<file path="src/rtl/stream_tracker_pkg.sv">
// Shared types and constants for the stream_tracker sink/checker.
// FSM encoding is kept as plain localparams so legacy code can compare against raw values.
package stream_tracker_pkg;

    typedef logic [1:0] state_t;

    localparam state_t ST_INIT  = 2'd0;
    localparam state_t ST_READY = 2'd1;
    localparam state_t ST_STALL = 2'd2;

    // x^16 + x^14 + x^13 + x^11 + 1, expressed as a mask over q[15:0]
    localparam logic [15:0] LFSR_SEED = 16'hACE1;
    localparam logic [15:0] LFSR_TAPS = 16'hB400;

endpackage

</file>
<file path="src/rtl/lfsr16.sv">
// 16-bit Fibonacci LFSR used to randomise backpressure in stream_tracker.
// Shifts left, feedback enters at bit 0; holds its value while en is low.
module lfsr16
    import stream_tracker_pkg::*;
(
    input  logic        clk,
    input  logic        rst,
    input  logic        en,
    output logic [15:0] q
);

    logic [15:0] lfsr_q;
    logic [15:0] lfsr_d;

    always_comb begin
        lfsr_d = lfsr_q;
        if (en) begin
            lfsr_d = {lfsr_q[14:0], ^(lfsr_q & LFSR_TAPS)};
        end
    end

    always_ff @(posedge clk or posedge rst) begin
        if (rst) begin
            lfsr_q <= LFSR_SEED;
        end else begin
            lfsr_q <= lfsr_d;
        end
    end

    assign q = lfsr_q;

endmodule

</file>
<file path="src/rtl/stream_tracker.sv">
// Valid/ready sink that checks an incrementing data sequence and applies backpressure.
// Define STREAM_TRACKER_RANDOM_STALL_EN to add LFSR-driven random stalls while in READY.
module stream_tracker
    import stream_tracker_pkg::*;
#(
    parameter int            DW        = 16,
    parameter int            DELAY     = 0,
    parameter int            CNT_W     = 32,
    parameter logic [DW-1:0] START_VAL = '0
) (
    input  logic             clk,
    input  logic             rst,
    input  logic             up_valid,
    input  logic [DW-1:0]    up_data,
    output logic             up_ready,
    output logic [CNT_W-1:0] rcv_count,
    output logic [CNT_W-1:0] err_count,
    output logic             err_flag,
    output logic [DW-1:0]    exp_data
);

    // Counter only needs to hold DELAY-1; keep at least one bit for DELAY<=1.
    localparam int SC_W = (DELAY > 1) ? $clog2(DELAY) : 1;

    state_t           state_q,     state_d;
    logic [SC_W-1:0]  stall_cnt_q, stall_cnt_d;
    logic [CNT_W-1:0] rcv_q,       rcv_d;
    logic [CNT_W-1:0] err_q,       err_d;
    logic             err_flag_q,  err_flag_d;
    logic [DW-1:0]    exp_q,       exp_d;
    logic             ready_en;
    logic             accept;

`ifdef STREAM_TRACKER_RANDOM_STALL_EN
    logic [15:0] lfsr;

    lfsr16 u_lfsr (
        .clk (clk),
        .rst (rst),
        .en  (state_q != ST_INIT),
        .q   (lfsr)
    );

    assign ready_en = ~lfsr[0];
`else
    assign ready_en = 1'b1;
`endif

    // Only registered state feeds up_ready, so there is no path from up_valid.
    assign up_ready = (state_q == ST_READY) && ready_en;
    assign accept   = up_valid && up_ready;

    always_comb begin
        // NOTE: every always_comb output gets a default first so no path can infer a latch.
        state_d     = state_q;
        stall_cnt_d = stall_cnt_q;
        case (state_q)
            ST_INIT: state_d = ST_READY;
            ST_READY: begin
                if (accept && (DELAY > 0)) begin
                    state_d     = ST_STALL;
                    stall_cnt_d = SC_W'(DELAY - 1);
                end
            end
            ST_STALL: begin
                if (stall_cnt_q == '0) begin
                    state_d = ST_READY;
                end else begin
                    stall_cnt_d = stall_cnt_q - SC_W'(1);
                end
            end
            default: state_d = ST_INIT;
        endcase
    end

    // Resync on every accepted word so a single gap is reported once.
    always_comb begin
        rcv_d      = rcv_q;
        err_d      = err_q;
        err_flag_d = err_flag_q;
        exp_d      = exp_q;
        if (accept) begin
            rcv_d = rcv_q + CNT_W'(1);
            exp_d = up_data + DW'(1);
            if (up_data != exp_q) begin
                err_flag_d = 1'b1;
                if (err_q != '1) begin
                    err_d = err_q + CNT_W'(1);
                end
            end
        end
    end

    always_ff @(posedge clk or posedge rst) begin
        // NOTE: state registers use non-blocking assignments so every flop samples pre-edge values.
        if (rst) begin
            state_q     <= ST_INIT;
            stall_cnt_q <= '0;
            rcv_q       <= '0;
            err_q       <= '0;
            err_flag_q  <= 1'b0;
            exp_q       <= START_VAL;
        end else begin
            state_q     <= state_d;
            stall_cnt_q <= stall_cnt_d;
            rcv_q       <= rcv_d;
            err_q       <= err_d;
            err_flag_q  <= err_flag_d;
            exp_q       <= exp_d;
        end
    end

    assign rcv_count = rcv_q;
    assign err_count = err_q;
    assign err_flag  = err_flag_q;
    assign exp_data  = exp_q;

endmodule

</file>
<file path="config.mk">
export PLATFORM = sky130hd
export DESIGN_NAME = stream_tracker
export DESIGN_NICKNAME = d
export VERILOG_FILES = /design/src/rtl/stream_tracker_pkg.sv /design/src/rtl/lfsr16.sv /design/src/rtl/stream_tracker.sv
export SDC_FILE = /design/constraint.sdc
export NUM_CORES = 1
export LEC_CHECK = 0
export CAP_MARGIN = 20
export CORE_AREA = 2 2 94 96
export DETAILED_ROUTE_END_ITERATION = 6
export DIE_AREA = 0 0 96 98
export HOLD_SLACK_MARGIN = 0.15
export MAX_ROUTING_LAYER = met4
export PLACE_DENSITY = 0.79
export SLEW_MARGIN = 20
export SYNTH_ARGS = -nofsm -noshare
export SYNTH_HDL_FRONTEND = slang
export SYNTH_HIERARCHICAL = 1
export SYNTH_SLANG_ARGS = --single-unit
</file>
<file path="constraint.sdc">
create_clock -name clk -period 3.4 [get_ports clk]
set_input_delay 0.51 -clock clk [delete_from_list [all_inputs] [get_ports clk]]
set_output_delay 0.51 -clock clk [all_outputs]
set_load 0.1 [all_outputs]
</file>
; Word level (Yosys, flattened, before mapping)
; Index checks and enable logic that the tools add are counted.
[word_totals]
register_bits = 84
input_bits = 19
output_inout_bits = 82
wordCells = 24
[classes]
add_sub_neg = 4
eq_ne = 5
mux = 3
bitwise_logic = 1
n_reduce_logical = 5
[ops]
columns = op, count
row1 = "32-bit by 1-bit adder with 32-bit output, second input constant", 2
row2 = "32-bit != test, second input constant", 1
row3 = "16-bit by 1-bit adder with 16-bit output, second input constant", 1
row4 = 16-bit != test, 1
row5 = 2-bit one-hot mux with 3 select lines, 1
row6 = 2-bit AND reduction, 2
row7 = 3-bit AND reduction, 1
row8 = "2-bit by 1-bit == test with 1-bit output, second input constant", 1
row9 = "2-bit == test, second input constant", 1
row10 = 2-bit zero test, 1
row11 = 2-bit 2-to-1 mux, 1
row12 = "2-bit != test, second input constant", 1
row13 = 1-bit logical AND, 1
row14 = 1-bit 2-to-1 mux, 1
row15 = 1-bit inverter, 1
row16 = "1-bit subtractor, second input constant", 1

; Longest topological paths before layout
; Gate-level depths: netlist (run 1).
[logic_depth]
word_depth = 3
depth_mapped = 8

; Worst setup path after synthesis (run 1)
; Ideal clock, no wire load.
[synth_path]
path_type = register -> register
from = reg err_q[0] (netlist: err_count[0])
to = reg err_q[28] (netlist: err_count[28])
setup_time_ps = 156
t_arrival_ps = 2482
slack_ps = 762
stages_incl_launch_ff = 8
path_buffers = 1
synth_period_minus_slack_ps = 2638
cell_sequence = dfrtp_1 -> ha_1 -> and3_1 -> and4_4 -> buf_6 -> nand2_1 -> or4_4 -> xnor2_2
[synth_between]
elab_chain_len = 2
[synth_lines]
columns = element, line_no
row1 = from (decl), stream_tracker.sv:28  ; logic [CNT_W-1:0] err_q, err_d;
row2 = from (signal assigned), stream_tracker.sv:107  ; err_q <= err_d;
row3 = "parallel branches: the longest is 2 deep, another holds 32-bit by 1-bit adder with 32-bit output", --
; Several ways; the timed one is not identified.
; A chain may end at the register's enable or synchronous reset.

; Worst setup path in the final report (run 1)
[layout_path]
from = reg err_q[0] (netlist: err_count[0])
to = out err_count[0]
[layout_rtl]
columns = element, line_no
row1 = to (decl), stream_tracker.sv:17  ; output logic [CNT_W-1:0] err_count,
; No word-level cell between the ends.

==> results of run 1 <==
-- area by class of cell --
cell class	count	area share, %
sequential	82	38.1
multi-input combinational	282	35.9
timing repair buffer	102	19.1
clock buffer	10	2.55
tap	108	2.51
clock inverter	4	1.42
inverter	6	0.441
-- cells by family after synthesis --
logic type      after synthesis  share of synthesized area (%)
xor+xnor                     92                           20.1
mux                           1                          0.278
flops                        82                           50.7
compound gates               15                           1.85
buf+inv                      12                           1.48
simple gates                170                           24.6
fa+ha+maj                     3                          0.927
other cells                   1                         0.0926
-- per-stage QoR --
step	hold slack (ns)	instance area (um2)	util, %	power (W)	std cells
2_1_floorplan	0.622	4050	-	0.00201	376
3_3_place_gp	0.453	5180	61.1	0.00229	580
3_5_place_dp	0.462	5180	61.1	0.00231	580
4_1_cts	0.490	5390	63.7	0.00308	594
5_1_grt	0.503	5390	63.7	0.00317	594
6_report	0.485	5390	63.7	0.00305	594
-- state kept, by name (all words and copies together), names as in the netlist --
name       flops
err_count     32
err_flag       1
exp_data      16
rcv_count     32
state_q        1
-- path summary, 6_finish.rpt --
path	start	end	slack, ns	cells past startpoint
max in group asynchronous	rst	err_count[1]	2.47	3
min in group asynchronous	rst	rcv_count[20]	0.56	3
hold / removal	rcv_count[31]	rcv_count[31]	0.49	1
hold reg to reg	rcv_count[31]	rcv_count[31]	0.49	1
setup reg to reg	err_count[0]	err_count[30]	0.90	7
setup / recovery	err_count[0]	err_count[0]	0.89	1
-- per-layer routing --
layer | wire length, um | GRT usage, % | vias to the layer above
met5 | 0 | - | -
met4 | 136 | 6.59 | 0
met2 | 4190 | 30.4 | 89
li1 | - | - | 1499
met3 | 443 | 4.86 | 12
met1 | 3920 | 26.8 | 1506
-- power breakdown --
| part | internal (W) | switching, W |
|---|---|---|
| sequential | 0.00106 | 0.000120 |
| clock | 0.000428 | 0.000332 |
| combinational | 0.000269 | 0.000834 |
-- cells in the final DEF (no fill, tap or decap), types with 14 or more instances in the layout --
master	n
clkdlybuf4s50_1	100
dfrtp_1	82
xnor2_1	64
nand2_1	48
xor2_1	27
nand4_1	25
nand3_1	24
nor2_1	20
o21ai_0	15
and3_1	14
==> summary.md, run 1 <==
| Metric | Value |
|---|---|
| CTS max path bufs | 2 |
| Die Y | 98 um |
| CP endpoint kind | primary output |
| Top delay family on crit path | buffers and inverters |
| Crit path cell chain | clkdlybuf4s50_1 |
| Fillers | ~700 |
| Top-area cell type share of the netlist area | about 50% |
| Final Max Tran Viols | 0 |
| Mapped Area | between 4000 and 5000 um2 |
| Final #Nets | between 500 and 600 |
| DP Worst Slack | 0.720 ns |
| Status | completed |
| Syn. warnings | 6 |
| Relative slew margins | about a third |
| RSZ-0062 raised after global routing | no |
| Worst path buffer plus inverter count | 1 |
| Most common cell in the netlist | dfrtp_1 |
| Final wirelength | between 8000 and 9000 um |
| Setup ws final | 0.893 ns |
| CTS-repair resized insts | 0 |
| GRT Overall Usage | approximately a fifth |
| Htree depth | 3 |
| Crit-path slowest cell | clkdlybuf4s50_1 |
| Leading cell types by count after synthesis | dfrtp_1 (82), xnor2_1 (64), nand2_1 (48) |
| WL/cell | roughly 15 um |
| Hold WC Path Type | reg -> reg |
| CP startpoint kind | flip-flop |
| Clk_skew | 0.00750 ns |
| Initial antenna violation count | 0 |
| Syn Nets | between 300 and 400 |
| #FFs+latches synth | between 80 and 90 |
| Avg Synthesized Cell Area | around 11 um2 |
| TritonCTS clock tree | done |
| Power per cell area | ~570 nW/um2 |
| Kind of critical path | reg -> out |
| Final HPWL DP | 6370 um |
| Synth Instances | 376 |
| Largest net degree at the start of global routing | 83 |
| DIE AREA | 9410 um2 |
| Setup_tns | 0 ns |
| Min cycle time layout | 2.51 ns |
| Vias/cell | 5.23 |
| GRT overflow | 0 |
| Layout cells sized above 1 | 8.02% |
| Setup bufs post-CTS | 0 |
| Critical-path maximum fanout | 5 |
| Clock tree sinks | a little over 80 |
| Synth Flop Type | dfrtp_1 |
| Peak Freq | 399 MHz |
| Post-synthesis cell type count | 34 |
| Setup-failing EPs final | 0 |
| Peak supply drop | between 0.6 and 0.7 mV |
| Initial core utilization | between 40 and 50% |
| Root Driver | clkbuf_8 |
| Yosys top cell by area | dfrtp_1 |
| Period utilization | between 70% and 80% |
| Largest stage delay, worst path | between 1 and 1.5 ns |
| Routed Antenna Nets | 0 |
| Drt drc | 0 |
| Reg clk slew, reported paths | around 0.08 ns |
| Die X | between 90 and 100 um |
| Row count | 34 |
| Asr flop ratio synth | 100% |
| Number of DRC markers in iteration 0 | roughly 110 |
| EDFF count, synth | 0 |
| Pleak | 2.26 nW |
| Least-Margin Pin Slew | 1.01 ns |
| Largest cells by area after synthesis | dfrtp_1 (51%), xnor2_1 (14%), xor2_1 (5.8%) |
| Max-cap viol count | 0 |
| Synth-to-Final Area Change | 33.1% |
| Hold Vio Cnt, Final | 0 |
| Global-route wire length before repair | between 10000 and 15000 um |
| Register area | 2050 um2 |
| Num CTS Buffers | 9 |
| Vias in the first global route | around 3k |
| Port buffer count | 100 |
| I/O pin cnt | roughly 100 |
| CP arrival | roughly 2 ns |
| Core box area | around 8500 um2 |
| Final GP Congestion | between 0.8 and 0.9 |
| Hold Buf Count CTS | 0 |
| Initial DRT Pass Iterations | 4 |
| CP required | between 2 and 3 ns |
| Post-synthesis sequential area ratio | between 50% and 60% |
| Diodes inserted | 0 |
| Area occupied by multi-input gates | 1940 um2 |
| Worst-Skew Late Latency | 0.34 ns |
| DR vias | 3106 |
No activity file was read; power rests on OpenSTA's default activity.
==> run 2, diff against run 1 <==
CORE_AREA = 2 2 98 100   (was 2 2 94 96)
DIE_AREA = 0 0 100 102   (was 0 0 96 98)
PLACE_DENSITY = 0.76   (was 0.79)
clock period = 2.2 ns   (was 3.4 ns; I/O delays follow)
==> summary.md, run 2 (synthesized netlist as in run 1, its figures left out) <==
| Metric | Value |
|---|---|
| Worst-Skew Late Latency | approximately 0.35 ns |
| Layout cells sized above 1 | a little over two fifths |
| Port buffer count | 100 |
| Die Y | just over 100 um |
| Diodes inserted | 0 |
| Top delay family on crit path | simple AND/OR/NAND/NOR gates |
| Num CTS Buffers | 9 |
| Crit path cell chain | ha_4 -> and3_4 -> and4_4 -> and3_4 -> nor4b_4 -> buf_4 -> buf_6 -> nand3_1 -> xnor2_1 |
| WL/cell | between 10 and 15 um |
| Hold Vio Cnt, Final | 0 |
| DIE AREA | roughly 10000 um2 |
| Global-route wire length before repair | around 15000 um |
| DP Worst Slack | -0.122 ns |
| Root Driver | clkbuf_8 |
| Reg clk slew, reported paths | approximately 0.09 ns |
| Final HPWL DP | 6690 um |
| RSZ-0062 raised after global routing | no |
| Hold Buf Count CTS | 0 |
| Final wirelength | approximately 9100 um |
| Final GP Congestion | 0.849 |
| Commonest non-fill, non-tap cell in the layout | buf_4 |
| Drt drc | 0 |
| GRT Overall Usage | 18.8% |
| Pleak | ~2.5 nW |
| Synth-to-Final Area Change | 38.6% |
| Vias in the first global route | between 3k and 4k |
| Fin area | roughly 5600 um2 |
| Critical-path maximum fanout | 5 |
| Die X | about 100 um |
| Setup ws final | about 0.14 ns |
| CP arrival | between 2 and 2.5 ns |
| Peak supply drop | approximately 1.4 mV |
| Clk_skew | between 0.015 and 0.02 ns |
| CP startpoint kind | flip-flop |
| Most used cell, CP | and3_4 |
| Worst path buffer plus inverter count | 2 |
| CP endpoint kind | flip-flop |
| DR vias | between 3k and 4k |
| Largest net degree at the start of global routing | 83 |
| Dpl cell area | 5370 um2 |
| Routed Antenna Nets | 0 |
| Period utilization | between 90% and 100% |
| Kind of critical path | reg -> reg |
| Initial antenna violation count | 0 |
| Power, Total | around 0.0047 W |
| Commonest non-fill, non-tap cells in the layout | buf_4 (119), xnor2_1 (64), dfrtp_2 (53), nand2_1 (48), xor2_1 (27) |
| Peak Freq | 486 MHz |
| Largest stage delay, worst path | 0.50 ns |
| Clock tree sinks | between 80 and 90 |
| Max-cap viol count | 0 |
| Min cycle time layout | around 2 ns |
| Number of DRC markers in iteration 0 | 102 |
| I/O pin cnt | between 100 and 150 |
| TritonCTS clock tree | done |
| Setup-failing EPs final | 0 |
| Crit-path slowest cell | dfrtp_4 |
| Power per cell area | ~840 nW/um2 |
| Hold WC Path Type | in -> async |
| Status | completed |
| Final #Nets | approximately 550 |
| Vias/cell | between 5 and 6 |
| CTS max path bufs | 2 |
| GRT overflow | 0 |
| CP required | between 2 and 2.5 ns |
| Core box area | approximately 9000 um2 |
| Row count | 35 |
| Initial DRT Pass Iterations | 4 |
| Final Max Tran Viols | 0 |
| Htree depth | 3 |
| Initial core utilization | 44.5% |
## run 2: cell types whose count changed in the layout (fill, tap and decap cells not counted), sizes merged
cell           delta
buf             +122
bufinv            -1
clkbuf            +1
clkdlybuf4s50    -82
clkinv            +2
clkinvlp          +1
inv               -1
## run 2: final cells by class
cell class	instances	area, um2
multi-input cells	282	1960
inverters	6	26.3
clock inverters	5	56.3
repair buffers	142	1160
well taps	111	139
fillers	771	3500
flip-flops and latches	82	2130
clock buffers	11	131
## run 2: repair_timing
| action | CTS | global route |
|---|---|---|
| pin swaps | 3 | 5 |
| gates resized for setup | 1 | 1 |
| setup buffers | 2 | 3 |
| setup endpoints to repair | 9 | 19 |
## run 2: path summary, 6_finish.rpt
kind	from	endpoint	slack (ns)	cells after the start
min reg2reg	rcv_count[31]	rcv_count[31]	0.47	1
max	err_count[1]	err_count[13]	0.14	9
min in group clk	rcv_count[31]	rcv_count[31]	0.47	1
max in group asynchronous	rst	err_count[24]	1.35	3
max reg2reg	err_count[1]	err_count[13]	0.14	9
min	rst	rcv_count[22]	0.43	3
## run 2: metal layers
| layer | vias to the layer above | GRT usage [%] | part of all wire [%] |
|---|---|---|---|
| li1 | 1583 | - | - |
| met2 | 79 | 28.0 | 47 |
| met5 | - | - | 0 |
| met3 | 9 | 3.56 | 4.6 |
| met1 | 1532 | 26.0 | 47 |
| met4 | 0 | 6.64 | 1.1 |
## run 2: per-stage QoR
| stage | std cells | utilization, % | hold WS (ns) | setup TNS (ns) |
|---|---|---|---|---|
| final | 639 | 61.6 | 0.433 | 0 |
| after global routing | 639 | 61.6 | 0.479 | 0 |
| after CTS | 637 | 61.2 | 0.472 | -0.0115 |
| after detailed placement | 619 | 59.0 | 0.461 | -1.28 |
| after global placement | 619 | 59.0 | 0.456 | -0.713 |
| after floorplan | 376 | - | 0.438 | -0.0863 |
## run 2: power by group
group | switching, W | total (W) | internal [W]
clock network | 0.000530 | 0.00105 | 0.000524
registers | 0.000189 | 0.00188 | 0.00169
logic | 0.00132 | 0.00177 | 0.000456
total | 0.00203 | 0.00470 | 0.00267
## run 2: tightest hold or removal path: cells and delay by family
kind / cells / cell delay [ns]
buffers and inverters: 3 / 0.88
==> run 3, diff against run 2 <==
CAP_MARGIN = unset   (was 20)
==> results of run 3 <==
Final layout, timing and power as in run 2 (identical DEF).
